===== config.mk =====
export PLATFORM = sky130hd
export DESIGN_NAME = uart_tx_sched_flat
export DESIGN_NICKNAME = d
export VERILOG_FILES = /design/src/rtl/uart_pkg.sv /design/src/rtl/uart_tx_sched_if.sv /design/src/rtl/uart_tx_sched_rr_arbiter.sv /design/src/rtl/uart_tx_sched.sv /design/src/flat_wrapper.sv
export SDC_FILE = /design/constraint.sdc
export NUM_CORES = 1
export LEC_CHECK = 0
export CAP_MARGIN = 20
export CORE_AREA = 2 2 70 72
export DETAILED_ROUTE_END_ITERATION = 10
export DIE_AREA = 0 0 72 74
export GPL_TIMING_DRIVEN = 0
export PLACE_DENSITY_LB_ADDON = 0.12
export SLEW_MARGIN = 20
export SYNTH_ARGS = -nofsm -noshare
export SYNTH_HDL_FRONTEND = slang
export SYNTH_SLANG_ARGS = --single-unit

===== constraint.sdc =====
create_clock -name clk -period 4.4 [get_ports clk]
set_input_delay 1.1 -clock clk [delete_from_list [all_inputs] [get_ports clk]]
set_output_delay 1.1 -clock clk [all_outputs]
set_load 0.01 [all_outputs]

===== src/rtl/uart_pkg.sv =====
// Shared types and constants for the UART transmit path: scheduler states,
// serial framing bits, and a width helper for index ports.
package uart_pkg;

    typedef enum logic [1:0] {
        IDLE  = 2'd0,
        ISSUE = 2'd1,
        BUSY  = 2'd2
    } sched_state_e;

    localparam logic START_BIT = 1'b0;
    localparam logic STOP_BIT  = 1'b1;

    // Bits needed to index n items; never returns less than 1.
    function automatic int clog2(input int n);
        int r;
        r = 1;
        for (int i = 1; i < 31; i++) begin
            if ((1 << i) < n) r = i + 1;
        end
        return r;
    endfunction

endpackage


===== src/rtl/uart_tx_sched_if.sv =====
// Producer-side and transmitter-side signals of the UART TX scheduler.
// master = producers/transmitter environment, slave = the scheduler.
interface uart_tx_sched_if #(
    parameter int NUM_REQ = 4
);
    import uart_pkg::*;

    localparam int IW = clog2(NUM_REQ);

    logic [NUM_REQ-1:0]   req_valid;
    logic [8*NUM_REQ-1:0] req_data;
    logic [NUM_REQ-1:0]   req_last;
    logic [NUM_REQ-1:0]   req_ready;
    logic [7:0]           tx_din;
    logic                 tx_en;
    logic                 tx_rdy;
    logic [IW-1:0]        grant_id;
    logic                 busy;
    logic                 err_timeout;

    modport master (
        output req_valid, req_data, req_last, tx_rdy,
        input  req_ready, tx_din, tx_en, grant_id, busy, err_timeout
    );

    modport slave (
        input  req_valid, req_data, req_last, tx_rdy,
        output req_ready, tx_din, tx_en, grant_id, busy, err_timeout
    );

endinterface


===== src/rtl/uart_tx_sched_rr_arbiter.sv =====
// Combinational round-robin picker: first set bit of req searching upward
// from ptr+1 with wrap; one-hot grant plus its index.
module rr_arbiter #(
    parameter int N  = 4,
    parameter int IW = 2
) (
    input  logic [N-1:0]  req,
    input  logic [IW-1:0] ptr,
    output logic [N-1:0]  gnt,
    output logic [IW-1:0] idx,
    output logic          any
);

    logic [IW-1:0] cand;

    always_comb begin
        gnt  = '0;
        idx  = '0;
        any  = 1'b0;
        cand = '0;
        for (int k = 1; k <= N; k++) begin
            cand = IW'((int'(ptr) + k) % N);
            if (!any && req[cand]) begin
                any       = 1'b1;
                gnt[cand] = 1'b1;
                idx       = cand;
            end
        end
    end

endmodule


===== src/rtl/uart_tx_sched.sv =====
// Round-robin scheduler sharing one UART transmitter between NUM_REQ byte producers.
// Define UART_TX_SCHED_FRAME_LOCK_EN to keep a requester's frame contiguous.
module uart_tx_sched
    import uart_pkg::*;
#(
    parameter int NUM_REQ     = 4,
    parameter int TIMEOUT_CYC = 4096,
    parameter int SYNC_STAGES = 2
) (
    input logic            clk,
    input logic            rst,
    uart_tx_sched_if.slave bus
);

    localparam int IW = clog2(NUM_REQ);
    localparam int CW = clog2(TIMEOUT_CYC);

    sched_state_e           state;
    logic [SYNC_STAGES-1:0] rdy_sync;
    logic                   tx_rdy_s;
    logic [IW-1:0]          rr_ptr;
    logic [CW-1:0]          to_cnt;
    logic [NUM_REQ-1:0]     eligible;
    logic [NUM_REQ-1:0]     gnt;
    logic [IW-1:0]          gnt_idx;
    logic                   gnt_any;
    logic                   accept;
    logic [7:0]             gnt_data;
    logic [7:0]             din_q;
    logic                   en_q;
    logic [IW-1:0]          grant_q;
    logic                   err_q;

    // tx_rdy comes from the baud-clock domain; resets to "ready".
    always_ff @(posedge clk) begin
        if (rst) rdy_sync <= '1;
        else     rdy_sync <= SYNC_STAGES'({rdy_sync, bus.tx_rdy});
    end
    assign tx_rdy_s = rdy_sync[SYNC_STAGES-1];

`ifdef UART_TX_SCHED_FRAME_LOCK_EN
    logic          locked;
    logic [IW-1:0] lock_id;

    always_comb begin
        eligible = bus.req_valid;
        if (locked) begin
            eligible          = '0;
            eligible[lock_id] = bus.req_valid[lock_id];
        end
    end
`else
    logic unused_last;
    assign unused_last = ^bus.req_last;
    assign eligible    = bus.req_valid;
`endif

    rr_arbiter #(
        .N  (NUM_REQ),
        .IW (IW)
    ) u_arb (
        .req (eligible),
        .ptr (rr_ptr),
        .gnt (gnt),
        .idx (gnt_idx),
        .any (gnt_any)
    );

    assign accept = (state == IDLE) && tx_rdy_s && gnt_any;

    always_comb begin
        gnt_data = '0;
        for (int i = 0; i < NUM_REQ; i++) begin
            if (gnt[i]) gnt_data = bus.req_data[8*i +: 8];
        end
    end

    always_ff @(posedge clk) begin
        if (rst) begin
            state   <= IDLE;
            din_q   <= '0;
            en_q    <= 1'b0;
            grant_q <= '0;
            err_q   <= 1'b0;
            rr_ptr  <= IW'(NUM_REQ - 1);
            to_cnt  <= '0;
`ifdef UART_TX_SCHED_FRAME_LOCK_EN
            locked  <= 1'b0;
            lock_id <= '0;
`endif
        end else begin
            err_q <= 1'b0;
            case (state)
                IDLE: begin
                    if (accept) begin
                        din_q   <= gnt_data;
                        grant_q <= gnt_idx;
                        rr_ptr  <= gnt_idx;
                        to_cnt  <= '0;
                        en_q    <= 1'b1;
                        state   <= ISSUE;
`ifdef UART_TX_SCHED_FRAME_LOCK_EN
                        locked  <= !bus.req_last[gnt_idx];
                        lock_id <= gnt_idx;
`endif
                    end
                end
                ISSUE: begin
                    if (!tx_rdy_s) begin
                        en_q  <= 1'b0;
                        state <= BUSY;
                    end else if (to_cnt == CW'(TIMEOUT_CYC - 1)) begin
                        // Transmitter never took the byte: drop it and move on.
                        en_q   <= 1'b0;
                        err_q  <= 1'b1;
                        state  <= IDLE;
`ifdef UART_TX_SCHED_FRAME_LOCK_EN
                        locked <= 1'b0;
`endif
                    end else begin
                        to_cnt <= to_cnt + 1'b1;
                    end
                end
                BUSY: begin
                    if (tx_rdy_s) state <= IDLE;
                end
                default: state <= IDLE;
            endcase
        end
    end

    assign bus.req_ready   = accept ? gnt : '0;
    assign bus.tx_din      = din_q;
    assign bus.tx_en       = en_q;
    assign bus.grant_id    = grant_q;
    assign bus.busy        = (state != IDLE);
    assign bus.err_timeout = err_q;

endmodule


===== src/flat_wrapper.sv =====
// flat-port wrapper written by rule: the top's interface ports become plain ports
module uart_tx_sched_flat import uart_pkg::*;
#(
    parameter int NUM_REQ     = 4,
    parameter int TIMEOUT_CYC = 4096,
    parameter int SYNC_STAGES = 2
)
  (clk, rst, bus_req_valid, bus_req_data, bus_req_last, bus_tx_rdy, bus_req_ready, bus_tx_din, bus_tx_en, bus_grant_id, bus_busy, bus_err_timeout);
  uart_tx_sched_if #(.NUM_REQ(NUM_REQ)) bus_i ();
  input logic clk;
  input logic rst;
  input wire logic [$bits(bus_i.req_valid)-1:0] bus_req_valid;
  input wire logic [$bits(bus_i.req_data)-1:0] bus_req_data;
  input wire logic [$bits(bus_i.req_last)-1:0] bus_req_last;
  input wire logic [$bits(bus_i.tx_rdy)-1:0] bus_tx_rdy;
  output wire logic [$bits(bus_i.req_ready)-1:0] bus_req_ready;
  output wire logic [$bits(bus_i.tx_din)-1:0] bus_tx_din;
  output wire logic [$bits(bus_i.tx_en)-1:0] bus_tx_en;
  output wire logic [$bits(bus_i.grant_id)-1:0] bus_grant_id;
  output wire logic [$bits(bus_i.busy)-1:0] bus_busy;
  output wire logic [$bits(bus_i.err_timeout)-1:0] bus_err_timeout;
  assign bus_i.req_valid = bus_req_valid;
  assign bus_i.req_data = bus_req_data;
  assign bus_i.req_last = bus_req_last;
  assign bus_i.tx_rdy = bus_tx_rdy;
  assign bus_req_ready = bus_i.req_ready;
  assign bus_tx_din = bus_i.tx_din;
  assign bus_tx_en = bus_i.tx_en;
  assign bus_grant_id = bus_i.grant_id;
  assign bus_busy = bus_i.busy;
  assign bus_err_timeout = bus_i.err_timeout;
  uart_tx_sched #(.NUM_REQ(NUM_REQ), .TIMEOUT_CYC(TIMEOUT_CYC), .SYNC_STAGES(SYNC_STAGES)) u_core (.clk(clk), .rst(rst), .bus(bus_i));
endmodule

==> summary.txt <==
Die
  • I/O pins: 60
  • Die Y: 74 um
  • Initial core utilization: 47.4%
  • Placeable Area: 4600 um2
  • Die footprint: 5330 um2
  • Die Width: 72 um
  • Number of cell rows: 25

Worst setup path
  • Crit-path max FO: 9
  • Critical path startpoint category: input pin
  • Critical path class: input pin to primary output
  • CP arrival: 3.18 ns
  • Setup crit end kind: primary output
  • Critical path's top delay family: buffers and inverters
  • Worst EP required: 3.30 ns
  • Slowest stage cell, crit path: mux4_2
  • CP Buf/Inv Count: 6
  • Max incr delay on CP: 0.50 ns
  • Cell chain of the critical path: dlygate4sd2_1 -> buf_6 -> mux4_2 -> nor4b_4 -> buf_4 -> and2_1 -> buf_6 -> a21o_4 -> buf_12 -> and2_1 -> clkbuf_2

Clock tree
  • Cts hold-fix bufs: 0
  • H-tree Lvls: 2
  • Worst-path clk slew: 0.06 ns
  • CTS Sinks: 30
  • CTS root buf: clkbuf_8
  • Cts bufs inserted: 5
  • Skew-Pair Late Insertion Delay: 0.29 ns
  • CTS tree: built
  • Bufs on Longest Clock Path: 2

Power and ir drop
  • Cell Pwr Density: 379 nW/um2
  • Switching power share of the total: 34.7%
  • P_leak: 1.18 nW
  • Sequential share of power: 27.1%
  • Overall Power: 1.17 mW
  • Internal power: 0.765 mW
  • Sw Pwr: 0.407 mW
  • Clk pwr share: 23.4%
  • Max VDD drop: 0.179 mV
  • Logic pwr share: 49.5%

Global routing
  • Initial antenna violation count: 0
  • Largest net degree at the start of global routing: 11
  • Overall Global Routing Usage: 23.1%
  • Vias in the first global route: 2,095
  • Gr ovfl total: 0
  • First-pass GRT wire length: 9670 um

Cells and area
  • # diodes: 0
  • Filler Cell Count: 414
  • Final Non-Filler Cells: 386
  • Nets: 383
  • Layout cells sized above 1: 20.5%
  • Synth-to-Final Area Change: 41.7%

STA
  • RSZ-0062 raised after global routing: false
  • Final Critical Period: 4.28 ns
  • Fin crit share: 97.4%
  • Slew margin rel.: 34.1%
  • Final number of hold-violating endpoints: 0
  • Fmax: 233 MHz
  • Slew @ Worst Pin: 0.980 ns
  • Final WS setup: 0.116 ns
  • Setup TNS: 0 ns
  • Final Slew Violations: 0
  • Clk_skew: 0.00341 ns
  • Endpoints failing setup: 0

Synth
  • Async set-reset flop share out of synthesis: 0%
  • Post-synth top cells: dfxtp_1 (30), nor2_1 (19), nand2_1 (14)
  • Synth area leaders: dfxtp_1 (28%), a221oi_2 (5.5%), ha_1 (5.2%), mux4_2 (4.1%), xnor2_1 (4.0%)
  • Yosys top cell area share: 27.5%
  • Syn Nets: 305
  • Synth Instances: 253
  • Post-synth EDFFs: 0
  • Most numerous cell in the Yosys netlist: dfxtp_1
  • Mapped Area: 2180 um2
  • Post-synthesis register bit count: 30
  • Mean Syn Cell Area: 8.62 um2
  • Register area share after synthesis: 27.5%
  • Leading area contributor after synthesis: dfxtp_1
  • Top_reg_cell synth: dfxtp_1
  • Netlist cell types: 49
  • Syn. warnings: 0

Placement
  • Final HPWL DP: 4090 um
  • RD Place Congestion: 0.786
  • Placed Cells: 360
  • Dpl ws: -0.656 ns
  • IO buf count: 53

Route
  • Drt wl/cell: 15.6 um
  • Initial drt markers: 113
  • Drt first pass iters: 4
  • Residual DRC: 0
  • Final wirelength: 6040 um
  • Via-to-Cell Ratio: 5.79
  • Remaining antenna violation count: 0
  • Routed via count: 2,234

Run status
  • Outcome: completed

Flow run
  • Max-cap violations: 0

Min path
  • Worst hold path class: flop to flop
layout make-up:
class	count	area, um2	share of cell area (%)
inverter	13	56.3	1.82
tap	54	67.6	2.19
multi-input combinational	191	1450	46.8
clock inverter	3	40.0	1.30
timing repair buffer	71	654	21.2
buffer	19	150	4.86
sequential	30	606	19.6
clock buffer	5	68.8	2.23
logic make-up (layout without fill, tap and decap cells):
| logic type | count (synthesis) | count (layout) | share of synthesized area [%] |
|---|---|---|---|
| AO/OA/AOI/OAI | 71 | 71 | 25.3 |
| XOR/XNOR | 10 | 10 | 4.02 |
| adder cells (fa/ha/maj) | 9 | 9 | 5.16 |
| buffers and inverters | 32 | 111 | 7.57 |
| flip-flops | 30 | 30 | 27.5 |
| multiplexers | 13 | 13 | 8.32 |
| AND/OR/NAND/NOR | 88 | 88 | 22.1 |
cell usage in the layout (no fill, tap or decap), types with 10 or more instances in the layout:
master,instances
clkdlybuf4s50_1,47
dfxtp_1,28
nor2_1,19
buf_4,18
nand2_1,14
o22ai_1,12
and2_1,12
inv_1,11
o21ai_0,11
a211oi_1,10
nor3_1,10
xnor2_1,10
final timing paths:
path                                                    start                                end  slack [ns]  cells past startpoint
worst max register to register  u_core.rr_ptr[1]$_SDFFE_PP1P_  u_core.bus.tx_din[6]$_SDFFE_PP0P_        1.07                     10
worst min-delay path            u_core.rdy_sync[0]$_SDFF_PP1_      u_core.rdy_sync[1]$_SDFF_PP1_        0.41                      1
worst min register to register  u_core.rdy_sync[0]$_SDFF_PP1_      u_core.rdy_sync[1]$_SDFF_PP1_        0.41                      1
worst max-delay path                         bus_req_valid[1]                   bus_req_ready[1]        0.12                     11
what timing repair did:
item                                    4_1_cts  5_1_grt
resized for setup                            25        8
endpoints found under the setup margin        4        3
setup buffers                                16        2
pin swaps                                     4        1
stage by stage:
step / area (um2) / utilization, % / hold WS, ns
2_1_floorplan: 2180 / - / 0.389
3_3_place_gp: 2780 / 60.4 / 0.392
3_5_place_dp: 2780 / 60.4 / 0.397
4_1_cts: 3070 / 66.8 / 0.415
5_1_grt: 3090 / 67.2 / 0.447
6_report: 3090 / 67.2 / 0.413
routing by layer:
metal | vias up | routed length [um] | GRT usage [%]
met2 | 94 | 2740 | 38.2
li1 | 1083 | - | -
met3 | 11 | 446 | 4.47
met4 | 0 | 106 | 8.39
met5 | - | 0 | 0
met1 | 1046 | 2740 | 30.3
sequential cells by signal (all words and copies together) (netlist names):
register,count
u_core.to_cnt,12
u_core.bus.tx_din,8
u_core.bus.grant_id,2
u_core.rdy_sync,2
u_core.rr_ptr,2
u_core.state,2
u_core.bus.err_timeout,1
u_core.bus.tx_en,1
power by group through the flow:
stage | Clock (mW) | Combinational (mW) | Sequential [mW]
finish | 0.274 | 0.580 | 0.318
detailed placement | 0 | 0.514 | 0.322
global placement | 0 | 0.509 | 0.322
floorplan | 0 | 0.341 | 0.331
global route | 0.289 | 0.622 | 0.322
CTS | 0.280 | 0.569 | 0.318
No activity file was read; power rests on OpenSTA's default activity.
